$ cat src/rtl/sys_bus_arbiter.sv
// Round-robin arbiter sharing one system-bus memory port between NUM_REQ requesters.
// One access in flight at a time: IDLE -> ISSUE -> WAIT -> RESP, with a timeout on a silent memory.
module sys_bus_arbiter #(
    parameter int NUM_REQ = 2,
    parameter int SYS_AW  = 32,
    parameter int SYS_DW  = 64,
    parameter int SYS_SW  = 8,
    parameter int TIMEOUT = 255
) (
    input  logic                      axi_clk_i,
    input  logic                      axi_rstn_i,
    input  logic [NUM_REQ*SYS_AW-1:0] s_addr_i,
    input  logic [NUM_REQ*SYS_DW-1:0] s_wdata_i,
    input  logic [NUM_REQ*SYS_SW-1:0] s_sel_i,
    input  logic [NUM_REQ-1:0]        s_wen_i,
    input  logic [NUM_REQ-1:0]        s_ren_i,
    output logic [SYS_DW-1:0]         s_rdata_o,
    output logic [NUM_REQ-1:0]        s_ack_o,
    output logic [NUM_REQ-1:0]        s_err_o,
    output logic [SYS_AW-1:0]         m_addr_o,
    output logic [SYS_DW-1:0]         m_wdata_o,
    output logic [SYS_SW-1:0]         m_sel_o,
    output logic                      m_wen_o,
    output logic                      m_ren_o,
    input  logic [SYS_DW-1:0]         m_rdata_i,
    input  logic                      m_ack_i,
    input  logic                      m_err_i,
    output logic [NUM_REQ-1:0]        grant_o
);

    localparam int PTR_W = (NUM_REQ > 1) ? $clog2(NUM_REQ) : 1;

    typedef enum logic [1:0] {
        ST_IDLE  = 2'd0,
        ST_ISSUE = 2'd1,
        ST_WAIT  = 2'd2,
        ST_RESP  = 2'd3
    } state_t;

    state_t              r_state;
    logic [PTR_W-1:0]    r_ptr;
    logic [PTR_W-1:0]    r_gidx;
    logic [NUM_REQ-1:0]  r_grant;
    logic                r_is_wr;
    logic [SYS_AW-1:0]   r_maddr;
    logic [SYS_DW-1:0]   r_mwdata;
    logic [SYS_SW-1:0]   r_msel;
    logic                r_mwen;
    logic                r_mren;
    logic [15:0]         r_cnt;
    logic [NUM_REQ-1:0]  r_sack;
    logic [NUM_REQ-1:0]  r_serr;
    logic [SYS_DW-1:0]   r_srdata;

    logic [NUM_REQ-1:0]  w_active;
    logic                w_pick_vld;
    logic [PTR_W-1:0]    w_pick_idx;
    logic [PTR_W-1:0]    w_ptr_next;
    logic                w_timeout;

    assign w_active   = s_wen_i | s_ren_i;
    assign w_ptr_next = (r_gidx == PTR_W'(NUM_REQ - 1)) ? '0 : r_gidx + 1'b1;
    assign w_timeout  = (r_cnt == 16'(TIMEOUT));

    // Scan from the highest offset down so the nearest active index at/after the pointer wins.
    always_comb begin
        w_pick_vld = 1'b0;
        w_pick_idx = '0;
        for (int i = NUM_REQ - 1; i >= 0; i--) begin
            int idx;
            idx = int'(r_ptr) + i;
            if (idx >= NUM_REQ) idx = idx - NUM_REQ;
            if (w_active[idx]) begin
                w_pick_vld = 1'b1;
                w_pick_idx = PTR_W'(idx);
            end
        end
    end

    always_ff @(posedge axi_clk_i or negedge axi_rstn_i) begin
        if (!axi_rstn_i) begin
            r_state  <= ST_IDLE;
            r_ptr    <= '0;
            r_gidx   <= '0;
            r_grant  <= '0;
            r_is_wr  <= 1'b0;
            r_maddr  <= '0;
            r_mwdata <= '0;
            r_msel   <= '0;
            r_mwen   <= 1'b0;
            r_mren   <= 1'b0;
            r_cnt    <= '0;
            r_sack   <= '0;
            r_serr   <= '0;
            r_srdata <= '0;
        end else begin
            case (r_state)
                ST_IDLE: begin
                    if (w_pick_vld) begin
                        r_gidx   <= w_pick_idx;
                        r_grant  <= {{(NUM_REQ-1){1'b0}}, 1'b1} << w_pick_idx;
                        r_maddr  <= s_addr_i[w_pick_idx*SYS_AW +: SYS_AW];
                        r_mwdata <= s_wdata_i[w_pick_idx*SYS_DW +: SYS_DW];
                        r_msel   <= s_sel_i[w_pick_idx*SYS_SW +: SYS_SW];
                        // A requester raising both wen and ren is served as a write.
                        r_is_wr  <= s_wen_i[w_pick_idx];
                        r_mwen   <= s_wen_i[w_pick_idx];
                        r_mren   <= ~s_wen_i[w_pick_idx];
                        r_state  <= ST_ISSUE;
                    end
                end
                ST_ISSUE: begin
                    r_mwen  <= 1'b0;
                    r_mren  <= 1'b0;
                    r_cnt   <= '0;
                    r_state <= ST_WAIT;
                end
                ST_WAIT: begin
                    if (m_err_i) begin
                        r_serr  <= r_grant;
                        r_state <= ST_RESP;
                    end else if (m_ack_i) begin
                        r_sack   <= r_grant;
                        r_srdata <= r_is_wr ? '0 : m_rdata_i;
                        r_state  <= ST_RESP;
                    end else if (w_timeout) begin
                        r_serr  <= r_grant;
                        r_state <= ST_RESP;
                    end else begin
                        r_cnt <= r_cnt + 16'd1;
                    end
                end
                ST_RESP: begin
                    r_sack   <= '0;
                    r_serr   <= '0;
                    r_srdata <= '0;
                    r_grant  <= '0;
                    r_ptr    <= w_ptr_next;
                    r_state  <= ST_IDLE;
                end
                default: r_state <= ST_IDLE;
            endcase
        end
    end

    assign s_rdata_o = r_srdata;
    assign s_ack_o   = r_sack;
    assign s_err_o   = r_serr;
    assign m_addr_o  = r_maddr;
    assign m_wdata_o = r_mwdata;
    assign m_sel_o   = r_msel;
    assign m_wen_o   = r_mwen;
    assign m_ren_o   = r_mren;
    assign grant_o   = r_grant;

endmodule
$ cat config.mk
export PLATFORM = sky130hd
export DESIGN_NAME = sys_bus_arbiter
export DESIGN_NICKNAME = d
export VERILOG_FILES = /design/src/rtl/sys_bus_arbiter.sv
export SDC_FILE = /design/constraint.sdc
export NUM_CORES = 1
export LEC_CHECK = 0
export ABC_AREA = 1
export BUFFER_PORTS_ARGS = -buffer_cell sky130_fd_sc_hd__buf_4
export CORE_AREA = 2 2 180 182
export DETAILED_ROUTE_END_ITERATION = 8
export DIE_AREA = 0 0 182 184
export PLACE_DENSITY_LB_ADDON = 0.08
export RECOVER_POWER = 25
export SETUP_SLACK_MARGIN = 0.3
export SLEW_MARGIN = 20
export SYNTH_ARGS = -nofsm -noshare
export SYNTH_HDL_FRONTEND = slang
export SYNTH_SLANG_ARGS = --single-unit
$ cat constraint.sdc
create_clock -name axi_clk_i -period 2.3 [get_ports axi_clk_i]
set_input_delay 0.345 -clock axi_clk_i [delete_from_list [all_inputs] [get_ports axi_clk_i]]
set_output_delay 0.345 -clock axi_clk_i [all_outputs]
set_load 0.01 [all_outputs]
==> metrics.yaml, run 1 <==
outcome:
  run_status: "complete, no violations"
job:
  cap_violations: 0
timing:
  final.period_utilization: 0.8119
  number_of_slew_limit_violations_in_the_final_report: 0
  max_freq_mhz: 535.5
  skew_ns: 0.01089
  period_needed_ns: 1.867
  max_slew.worst_pin.slew_ns: 1.091
  slew-limit-headroom: 0.2724
  finalSetupViolCount: 0
  final_hold_violation_count: 0
  finalSetupTns_ns: 0
  unrepaired_setup_endpoints_after_global_routing: "no"
setup_path:
  critical_path.endpoint_type: "async pin"
  crit_slowest_cell: "sky130_fd_sc_hd__clkbuf_4"
  worst_r2r_path_depth: 7
  critical-path-top-delay-family: "buffers and inverters"
  r2r_start: "r_state[0]"
  cp.buffers_inverters: 3
  critPathArrivalTime_ns: 2.42
  critical_path_class: "in2async"
  timing.rr.end: "s_rdata_o[0]"
  critical-path-max-stage-delay_ns: 0.84
  crit_required_ns: 2.86
  worst_path_most_repeated_cell: "sky130_fd_sc_hd__clkbuf_4"
  critPathLaunchType: "input port"
  cp.depth: 3
  cp_cell_sequence: "dlygate4sd3_1 -> clkbuf_4 -> clkbuf_4"
  reg2reg_setup_slack_ns: 0.48
  critPathMaxFanout: 70
route:
  drt_pre_antenna_iters: 4
  via_count: 8694
  first_iter_violations: 400
  postRouteWirelength_um: 32770
  wl_per_cell_um: 16.91
  via_per_inst: 4.486
  antenna_violating_nets_post_route: 0
  route.detailed.drc: 0
synth:
  yosys.area.top_type: "sky130_fd_sc_hd__dfrtp_1"
  ys_dominant_reg_cell: "sky130_fd_sc_hd__dfrtp_1"
  async_reset_ff_frac: 1.000
  synth_fp_nets: 1358
  postSynthRegisterBits: 197
  syn_area_per_cell_um2: 8.296
  post_synth_inst_count: 1072
  synth_area_leaders: "sky130_fd_sc_hd__dfrtp_1, sky130_fd_sc_hd__nand2_1, sky130_fd_sc_hd__nand3_1"
  synth_seq_area_share: 0.5543
  share_of_the_synthesized_area_in_the_top_cell_type: 0.5543
  syn_area_mm2: 0.008894
  number_of_enable_flip_flop_cells_after_synthesis: 0
  synth.lib_cells_used.distinct: 27
  yosysWarningCount: 0
global_routing:
  overflow: 0
  grt_util_met3: 0.07310
  grt_util_met1: 0.2245
  first_pass_grt_wire_length_um: 50020
  globalRoute.busiestLayer: "met2"
  grt_pass1_vias: 8666
  number_of_antenna_violations_at_the_first_check_in_global_routing: 2
  grt_util_met2: 0.3357
  maximum_number_of_pins_on_one_net_before_global_route_repair: 88
  global_route.usage.total: 0.1946
clock_network:
  tritoncts: "done"
  clock_insertion_delay_worst_skew_ns: 0.44
  root_buffer: "sky130_fd_sc_hd__clkbuf_16"
  clockBufferDepth: 2
  clock_sink_count: 197
  clk_pin_slew_ns: 0.08
  htree_num_levels: 4
  number_of_buffers_inserted_during_clock_tree_synthesis: 17
layout:
  fin_area_mm2: 0.01350
  design.final.nets: 1807
  area_delta_synth_final_pct: 51.76
  post_route_cells_drive_above_1_share: 0.3572
  most_common_cell_after_layout_fill_and_taps_aside: "sky130_fd_sc_hd__buf_4"
  fill_cells: 3234
  final_cell_mix: "sky130_fd_sc_hd__buf_4, sky130_fd_sc_hd__nand2_1, sky130_fd_sc_hd__dfrtp_1, sky130_fd_sc_hd__nand3_1, sky130_fd_sc_hd__inv_1"
min_path:
  holdPathEnd: "m_addr_o[31]"
  worst_hold_class: "in2reg"
  timing.hold.worst.start: "s_addr_i[31]"
  min_path_cells: 3
power:
  pwr_density_cell_mw_per_mm2: 1242
  power.ir.vdd_worst_uv: 708.7
  finalPower_mw: 16.76
  cellLeakagePower_nw: 6.898
floorplan:
  fp.dieArea_mm2: 0.03349
  io_pins: 456
  die_x_um: 182
  core_area_mm2: 0.03139
  initial_utilization: 0.2833
  dieHeight_um: 184
  rows: 65
placed_design:
  dpl.hpwl_um: 24940
  detailed_place.area_mm2: 0.01291
  port_buffers: 455
  gp_routability_congestion: 0.8067
==> layer usage <==
metal / share of wire / wire [um]
met1: 0.39 / 12750
met2: 0.50 / 16380
met3: 0.090 / 2964
met4: 0.021 / 673
met5: 0 / 0
==> logic make-up (layout without fill, tap and decap cells) <==
| group | count (synthesis) | in the layout | share of synthesized area |
|---|---|---|---|
| other | 0 | 2 | 0 |
| adder cells (fa/ha/maj) | 6 | 6 | 0.008441 |
| AND/OR/NAND/NOR | 625 | 625 | 0.2991 |
| AO/OA/AOI/OAI | 93 | 93 | 0.05740 |
| buffers and inverters | 149 | 611 | 0.07822 |
| flip-flops | 197 | 197 | 0.5543 |
| multiplexers | 2 | 2 | 0.002532 |
==> synthesized netlist by cell type, types with 5 or more instances <==
master and instances:
sky130_fd_sc_hd__nand3_1 192, sky130_fd_sc_hd__ha_1 6, sky130_fd_sc_hd__buf_2 19, sky130_fd_sc_hd__inv_1 88, sky130_fd_sc_hd__o21ai_0 69, sky130_fd_sc_hd__clkbuf_1 17, sky130_fd_sc_hd__dfrtp_1 197, sky130_fd_sc_hd__buf_4 14
sky130_fd_sc_hd__o21ai_2 9, sky130_fd_sc_hd__o21ai_1 9, sky130_fd_sc_hd__nor2_1 23, sky130_fd_sc_hd__buf_6 8, sky130_fd_sc_hd__or2_2 5, sky130_fd_sc_hd__nand2_1 389
==> layout make-up <==
| class | count | area [um2] | area share |
|---|---|---|---|
| antenna | 2 | 5.005 | 0.0003708 |
| clock buffer | 19 | 442.9 | 0.03282 |
| clock inverter | 13 | 136.4 | 0.01010 |
| inverter | 90 | 337.8 | 0.02503 |
| multi-input combinational | 726 | 3293 | 0.2440 |
| sequential | 197 | 4930 | 0.3653 |
| tap | 402 | 503.0 | 0.03727 |
| timing repair buffer | 489 | 3849 | 0.2852 |
==> flip-flops by register name (all words and copies together), names as in the netlist, 2 cells and up <==
name and cells:
m_wdata_o 64, s_rdata_o 64, m_addr_o 32, r_cnt 16
m_sel_o 8, grant_o 2, r_state 2, s_ack_o 2
s_err_o 2
==> report_power, final <==
group	switching (mW)	internal, mW
Combinational	4.41	3.61
Sequential	0.795	4.88
Clock	1.49	1.57
==> per-stage QoR <==
stage,utilization,setup slack (ns),cells,hold WS (ns)
5_1_grt,0.4299,0.1721,1937,0.07861
2_1_floorplan,-,0.5761,1072,0.04941
3_3_place_gp,0.4114,0.4504,1902,0.4372
4_1_cts,0.4301,0.4046,1935,0.06226
6_report,0.4299,0.4326,1938,0.09509
3_5_place_dp,0.4114,0.4182,1902,0.4364
==> tightest hold or removal path: cells and delay by family <==
family	cells	cell delay [ns]
simple gates	2	0.09
buf+inv	1	0.08
==> worst max-delay path by stage <==
stage          startpoint            end
3_3_place_gp   r_state[0]  m_wdata_o[27]
5_1_grt        axi_rstn_i   m_wdata_o[8]
4_1_cts        r_state[0]  m_wdata_o[50]
3_5_place_dp   r_state[0]  m_wdata_o[50]
6_report       axi_rstn_i   m_wdata_o[8]
2_1_floorplan  r_state[0]     s_ack_o[0]
==> what timing repair did <==
action	4_1_cts	5_1_grt
buffers inserted	0	1
hold buffers	1	0
hold endpoints to repair	66	0
resized for setup	0	0
setup endpoints to repair	0	15
(Power assumes the default switching activity.)
==> run 2, diff against run 1 <==
--- a/config.mk
+++ b/config.mk
@@ -7,9 +7,9 @@
 export LEC_CHECK = 0
 export ABC_AREA = 1
 export BUFFER_PORTS_ARGS = -buffer_cell sky130_fd_sc_hd__buf_4
-export CORE_AREA = 2 2 180 182
+export CORE_AREA = 2 2 179 181
 export DETAILED_ROUTE_END_ITERATION = 8
-export DIE_AREA = 0 0 182 184
+export DIE_AREA = 0 0 181 183
 export PLACE_DENSITY_LB_ADDON = 0.08
 export RECOVER_POWER = 25
 export SETUP_SLACK_MARGIN = 0.3
==> constraint.sdc (replaced) <==
create_clock -name axi_clk_i -period 1.5 [get_ports axi_clk_i]
set_input_delay 0.225 -clock axi_clk_i [delete_from_list [all_inputs] [get_ports axi_clk_i]]
set_output_delay 0.225 -clock axi_clk_i [all_outputs]
set_load 0.01 [all_outputs]
==> metrics.yaml, run 2 (synthesis results as in run 1) <==
timing:
  unrepaired_setup_endpoints_after_global_routing: "yes"
  slew-limit-headroom: 0.2517
  finalSetupTns_ns: -16.29
  max_freq_mhz: 609.0
  finalWorstSetupSlack_ns: -0.1420
  final.period_utilization: 1.095
  number_of_slew_limit_violations_in_the_final_report: 0
  skew_ns: 0.01338
  max_slew.worst_pin.slew_ns: 1.122
  final_hold_violation_count: 0
  period_needed_ns: 1.642
  finalSetupViolCount: 191
setup_path:
  worst_path_most_repeated_cell: "sky130_fd_sc_hd__buf_12"
  critPathMaxFanout: 6
  crit_slowest_cell: "sky130_fd_sc_hd__dfrtp_1"
  critical-path-max-stage-delay_ns: 0.42
  critical_path.endpoint_type: "register"
  critical_path_class: "reg2reg"
  critPathArrivalTime_ns: 1.97
  critPathLaunchType: "register"
  cp_cell_sequence: "inv_2 -> ha_4 -> inv_4 -> nor2_4 -> nand2_2 -> o21ai_4 -> buf_12 -> buf_12 -> buf_12 -> clkbuf_16 -> o21ai_1"
  crit_required_ns: 1.83
layout:
  most_common_cell_after_layout_fill_and_taps_aside: "sky130_fd_sc_hd__buf_4"
  design.final.nets: 2120
  post_route_cells_drive_above_1_share: 0.4017
  fill_cells: 2847
  final_cell_mix: "sky130_fd_sc_hd__buf_4, sky130_fd_sc_hd__nand2_1, sky130_fd_sc_hd__dlygate4sd3_1, sky130_fd_sc_hd__dfrtp_1, sky130_fd_sc_hd__nand3_1"
  area_delta_synth_final_pct: 95.91
  layoutNonFillerInstCount: 2251
power:
  power.ir.vdd_worst_uv: 824.8
  cellLeakagePower_nw: 8.571
  power.clock.fraction: 0.147
  cell_internal_power_mw: 18.95
  power.share.combinational: 0.570
  net_sw_frac: 0.3895
  pwr_density_cell_mw_per_mm2: 1782
  power_frac_seq: 0.283
  p_sw_mw: 12.10
job:
  cap_violations: 0
clock_network:
  clock_sink_count: 197
  clock_insertion_delay_worst_skew_ns: 0.45
  htree_num_levels: 4
  tritoncts: "done"
  number_of_buffers_inserted_during_clock_tree_synthesis: 17
  clk_pin_slew_ns: 0.07
  clockBufferDepth: 2
  root_buffer: "sky130_fd_sc_hd__clkbuf_16"
route:
  wl_per_cell_um: 16.38
  postRouteWirelength_um: 36860
  antenna_violating_nets_post_route: 0
  via_count: 10220
  route.detailed.drc: 0
  first_iter_violations: 321
  drt_pre_antenna_iters: 4
  via_per_inst: 4.539
global_routing:
  first_pass_grt_wire_length_um: 57080
  number_of_antenna_violations_at_the_first_check_in_global_routing: 2
  maximum_number_of_pins_on_one_net_before_global_route_repair: 44
  global_route.usage.total: 0.2204
  overflow: 0
  grt_pass1_vias: 10780
floorplan:
  initial_utilization: 0.2848
  die_x_um: 181
  core_area_mm2: 0.03123
  fp.dieArea_mm2: 0.03312
  dieHeight_um: 183
  io_pins: 456
  rows: 65
placed_design:
  place.detailed.instances: 1966
  gp_routability_congestion: 0.8167
  port_buffers: 455
  dpl.hpwl_um: 26440
outcome:
  run_status: "complete, but fails checks"
  failing_checks: "negative setup slack"
min_path:
  worst_hold_class: "in2reg"
==> run 2: cell count changes in the layout (fill, tap and decap cells not counted), moves of 19 or more <==
cell	before	now
sky130_fd_sc_hd__nand3_2	2	57
sky130_fd_sc_hd__buf_12	14	33
sky130_fd_sc_hd__nand3_1	192	133
sky130_fd_sc_hd__dlygate4sd3_1	1	215
sky130_fd_sc_hd__o21ai_1	9	53
sky130_fd_sc_hd__buf_4	471	522
sky130_fd_sc_hd__o21ai_0	69	11
==> run 2: final timing paths <==
path | from | to | slack (ns) | cells past startpoint
worst max register to register | r_state[0] | s_rdata_o[17] | -0.14 | 11
max in group asynchronous | axi_rstn_i | m_wdata_o[25] | 0.16 | 3
worst min register to register | r_gidx | r_ptr | 0.47 | 1
worst max-delay path | r_state[0] | s_rdata_o[17] | -0.14 | 11
worst min-delay path | m_rdata_i[18] | s_rdata_o[18] | 0.01 | 3
min in group asynchronous | axi_rstn_i | r_is_wr | 0.54 | 2
==> run 2: cell type report <==
| cell class | instances | area [um2] | area share |
|---|---|---|---|
| timing repair buffer | 802 | 7310 | 0.4195 |
| sequential | 197 | 4931 | 0.2830 |
| multi-input combinational | 726 | 3766 | 0.2162 |
| tap | 402 | 503.0 | 0.02887 |
| clock buffer | 20 | 456.7 | 0.02621 |
| inverter | 90 | 340.3 | 0.01953 |
| clock inverter | 12 | 111.4 | 0.006391 |
| antenna | 2 | 5.005 | 0.0002873 |
==> run 2: power by group through the flow <==
stage	clock (mW)	sequential, mW	combinational [mW]
after floorplan	0	9.60	6.42
after global placement	0	8.80	14.6
after detailed placement	0	8.77	14.7
after CTS	4.71	8.77	16.6
after global routing	4.89	9.07	19.1
final	4.57	8.79	17.7
==> run 2: stage by stage <==
stage                     total power, mW  worst slack, ns    util  hold slack (ns)  cell area [um2]
after floorplan                     16.01          -0.1271       -         -0.07059             9329
after global placement              23.38         -0.06488  0.4440           0.1817            13860
after detailed placement            23.47         -0.08991  0.4440           0.1834            13860
after CTS                           30.04          -0.1241  0.5447        0.0003016            17010
after global routing                33.10          -0.2530  0.5579         0.001474            17420
final                               31.05          -0.1420  0.5579          0.01463            17420
==> run 2: repair_timing <==
item                                    CTS  global route
setup buffers                            15             7
hold buffers                            214             1
cloned                                    6             8
pin swaps                                 2             1
endpoints found under the hold margin   146             1
endpoints found under the setup margin  372           373
gates resized for setup                  40            42
==> run 2: worst max-delay path, delay by kind of cell (launching register included) <==
kind | cells | cell delay, ns
buffers and inverters | 6 | 0.66
DFF | 1 | 0.42
AOI/OAI and AO/OA | 2 | 0.12
and+or+nand+nor | 2 | 0.17
adders and majority gates | 1 | 0.15
==> run 2: per-layer routing <==
layer,global-route usage,part of all wire
met5,0,0
met3,0.05739,0.060
met1,0.2532,0.39
met2,0.3874,0.51
met4,0.09854,0.043
==> run 3, diff against run 2 <==
--- a/config.mk
+++ b/config.mk
@@ -5,11 +5,10 @@
 export SDC_FILE = /design/constraint.sdc
 export NUM_CORES = 1
 export LEC_CHECK = 0
-export ABC_AREA = 1
 export BUFFER_PORTS_ARGS = -buffer_cell sky130_fd_sc_hd__buf_4
-export CORE_AREA = 2 2 179 181
+export CORE_AREA = 2 2 176 178
 export DETAILED_ROUTE_END_ITERATION = 8
-export DIE_AREA = 0 0 181 183
+export DIE_AREA = 0 0 178 180
 export PLACE_DENSITY_LB_ADDON = 0.08
 export RECOVER_POWER = 25
 export SETUP_SLACK_MARGIN = 0.3
==> constraint.sdc (replaced) <==
create_clock -name axi_clk_i -period 1.6 [get_ports axi_clk_i]
set_input_delay 0.24 -clock axi_clk_i [delete_from_list [all_inputs] [get_ports axi_clk_i]]
set_output_delay 0.24 -clock axi_clk_i [all_outputs]
set_load 0.01 [all_outputs]
==> metrics.yaml, run 3 <==
outcome:
  run_status: "complete, but fails checks"
  failing_checks: "negative setup slack"
timing:
  finalSetupTns_ns: -30.98
  finalWorstSetupSlack_ns: -0.2588
  period_needed_ns: 1.859
  final_hold_violation_count: 0
  number_of_slew_limit_violations_in_the_final_report: 0
  slew-limit-headroom: 0.2741
  max_freq_mhz: 538.0
  max_slew.worst_pin.slew_ns: 1.089
  final.hold.worst_slack_ns: 0.01872
  finalSetupViolCount: 190
  final.period_utilization: 1.162
  skew_ns: 0.008995
  unrepaired_setup_endpoints_after_global_routing: "yes"
synth:
  syn_area_mm2: 0.008298
  yosys.area.top_type: "sky130_fd_sc_hd__dfrtp_1"
  syn_area_per_cell_um2: 10.35
  ys_dominant_reg_cell: "sky130_fd_sc_hd__dfrtp_1"
  synth_fp_nets: 1088
  synth_common_cells: "sky130_fd_sc_hd__dfrtp_1, sky130_fd_sc_hd__nand2_1, sky130_fd_sc_hd__inv_1"
  synth_seq_area_share: 0.5941
  post_synth_inst_count: 802
  async_reset_ff_frac: 1.000
  number_of_enable_flip_flop_cells_after_synthesis: 0
  most_numerous_cell_in_the_yosys_netlist: "sky130_fd_sc_hd__dfrtp_1"
  yosysWarningCount: 0
  share_of_the_synthesized_area_in_the_top_cell_type: 0.5941
  postSynthRegisterBits: 197
  synth.lib_cells_used.distinct: 41
  synth_area_leaders: "sky130_fd_sc_hd__dfrtp_1, sky130_fd_sc_hd__a222oi_1, sky130_fd_sc_hd__nand2_1"
floorplan:
  dieHeight_um: 180
  core_area_mm2: 0.03019
  rows: 64
  initial_utilization: 0.2749
  io_pins: 456
  die_x_um: 178
  fp.dieArea_mm2: 0.03204
layout:
  fin_area_mm2: 0.01596
  diodes_inserted: 0
  area_delta_synth_final_pct: 92.36
  final_cell_mix: "sky130_fd_sc_hd__buf_4, sky130_fd_sc_hd__dfrtp_1, sky130_fd_sc_hd__nand2_1, sky130_fd_sc_hd__inv_1, sky130_fd_sc_hd__a222oi_1"
  post_route_cells_drive_above_1_share: 0.4922
  design.final.nets: 1740
  most_common_cell_after_layout_fill_and_taps_aside: "sky130_fd_sc_hd__buf_4"
  fill_cells: 2718
  finish.utilization: 0.5287
power:
  cellLeakagePower_nw: 8.173
  power.ir.vdd_worst_uv: 711.6
  power.share.combinational: 0.574
  power.clock.fraction: 0.143
  p_sw_mw: 11.22
  net_sw_frac: 0.3815
  power_frac_seq: 0.283
  pwr_density_cell_mw_per_mm2: 1842
  cell_internal_power_mw: 18.19
  finalPower_mw: 29.40
placed_design:
  dpl.hpwl_um: 22750
  port_buffers: 455
  gp_routability_congestion: 0.8083
  detailed_place.area_mm2: 0.01295
setup_path:
  crit_required_ns: 1.93
  critPathLaunchType: "register"
  critPathMaxFanout: 8
  reg2reg_setup_slack_ns: -0.26
  timing.rr.end: "s_rdata_o[55]"
  worst_r2r_path_depth: 11
  critical_path_class: "reg2reg"
  r2r_start: "r_state[0]"
  critical_path.endpoint_type: "register"
  critPathArrivalTime_ns: 2.19
min_path:
  timing.hold.worst.start: "s_wdata_i[24]"
  holdPathEnd: "m_wdata_o[24]"
  worst_hold_class: "in2reg"
  min_path_cells: 3
route:
  first_iter_violations: 718
  wl_per_cell_um: 19.38
  postRouteWirelength_um: 36110
  via_count: 8948
  drt_pre_antenna_iters: 8
  antenna_violating_nets_post_route: 0
  via_per_inst: 4.803
  route.detailed.drc: 0
global_routing:
  first_pass_grt_wire_length_um: 52720
  grt_pass1_vias: 9076
  global_route.usage.total: 0.2172
  maximum_number_of_pins_on_one_net_before_global_route_repair: 76
  number_of_antenna_violations_at_the_first_check_in_global_routing: 0
  overflow: 0
clock_network:
  tritoncts: "done"
  clk_pin_slew_ns: 0.08
  clockBufferDepth: 2
  htree_num_levels: 4
  number_of_buffers_inserted_during_clock_tree_synthesis: 17
  clock_sink_count: 197
  root_buffer: "sky130_fd_sc_hd__clkbuf_16"
  clock_insertion_delay_worst_skew_ns: 0.44
job:
  cap_violations: 0
[run 3: cell types whose count changed in the layout (fill, tap and decap cells not counted), sizes merged, moves of 23 or more]
cell and delta:
buf +23, inv +26, nand2 -243, nand3 -182
dlygate4sd3 -132, a222oi +104
[run 3: cell type report]
type,count,area (um2),area share
Multi-Input combinational cell,431,3147,0.1971
Timing Repair Buffer,692,6404,0.4012
Clock inverter,15,121.4,0.007604
Clock buffer,17,425.4,0.02665
Inverter,115,439.2,0.02751
Sequential cell,197,4930,0.3088
Tap cell,396,495.5,0.03104
[run 3: cell families after synthesis]
family / count (synthesis) / synth area share
buffers and inverters: 175 / 0.08263
AOI/OAI and AO/OA: 216 / 0.2004
and+or+nand+nor: 203 / 0.1071
adders and majority gates: 6 / 0.009047
muxes: 5 / 0.006785
DFF: 197 / 0.5941
[run 3: critical path: stages (launching register included)]
cell	delay, ns
sky130_fd_sc_hd__dfrtp_1	0.39
sky130_fd_sc_hd__inv_2	0.09
sky130_fd_sc_hd__ha_4	0.15
sky130_fd_sc_hd__buf_6	0.10
sky130_fd_sc_hd__buf_8	0.09
sky130_fd_sc_hd__inv_6	0.03
sky130_fd_sc_hd__buf_6	0.11
sky130_fd_sc_hd__a21oi_4	0.24
sky130_fd_sc_hd__buf_12	0.19
sky130_fd_sc_hd__buf_12	0.12
sky130_fd_sc_hd__clkbuf_16	0.15
sky130_fd_sc_hd__o21ai_1	0.07
[run 3: how the worst max path moves through the flow]
stage	from	to	slack, ns	cells past startpoint
final	r_state[0]	s_rdata_o[55]	-0.26	11
after global routing	r_state[0]	s_rdata_o[36]	-0.35	11
after CTS	r_cnt[13]	r_state[1]	-0.24	5
after detailed placement	r_state[0]	r_cnt[15]	-0.28	7
after global placement	r_state[0]	r_cnt[15]	-0.30	7
after floorplan	r_state[0]	r_cnt[11]	-0.26	8
[run 3: metrics by stage]
step	instances	worst slack (ns)
after floorplan	802	-0.2562
after global placement	1675	-0.3035
after detailed placement	1675	-0.2802
after global routing	1863	-0.3487
after CTS	1843	-0.2394
final	1863	-0.2588
[run 3: power groups by stage]
| stage | Clock [mW] | Combinational, mW | Sequential [mW] |
|---|---|---|---|
| 2_1_floorplan | 0 | 5.16 | 9.05 |
| 3_3_place_gp | 0 | 12.4 | 8.29 |
| 3_5_place_dp | 0 | 12.5 | 8.29 |
| 4_1_cts | 4.36 | 15.8 | 8.24 |
| 5_1_grt | 4.53 | 18.2 | 8.57 |
| 6_report | 4.19 | 16.9 | 8.33 |
[run 3: repair_timing]
item / in CTS / in global routing
setup buffers: 26 / 16
endpoints found under the setup margin: 198 / 200
hold buffers: 83 / 0
cloned: 27 / 4
resized for setup: 107 / 98
endpoints found under the hold margin: 261 / 0
pin swaps: 72 / 69
[run 3: routing by layer]
layer  GRT usage  wire, um  vias to the layer above
li1            -         -                     4201
met1      0.2570     14330                     4351
met2      0.3789     18170                      356
met3     0.05964      2773                       40
met4     0.06885       832                        0
met5           0         0                        -
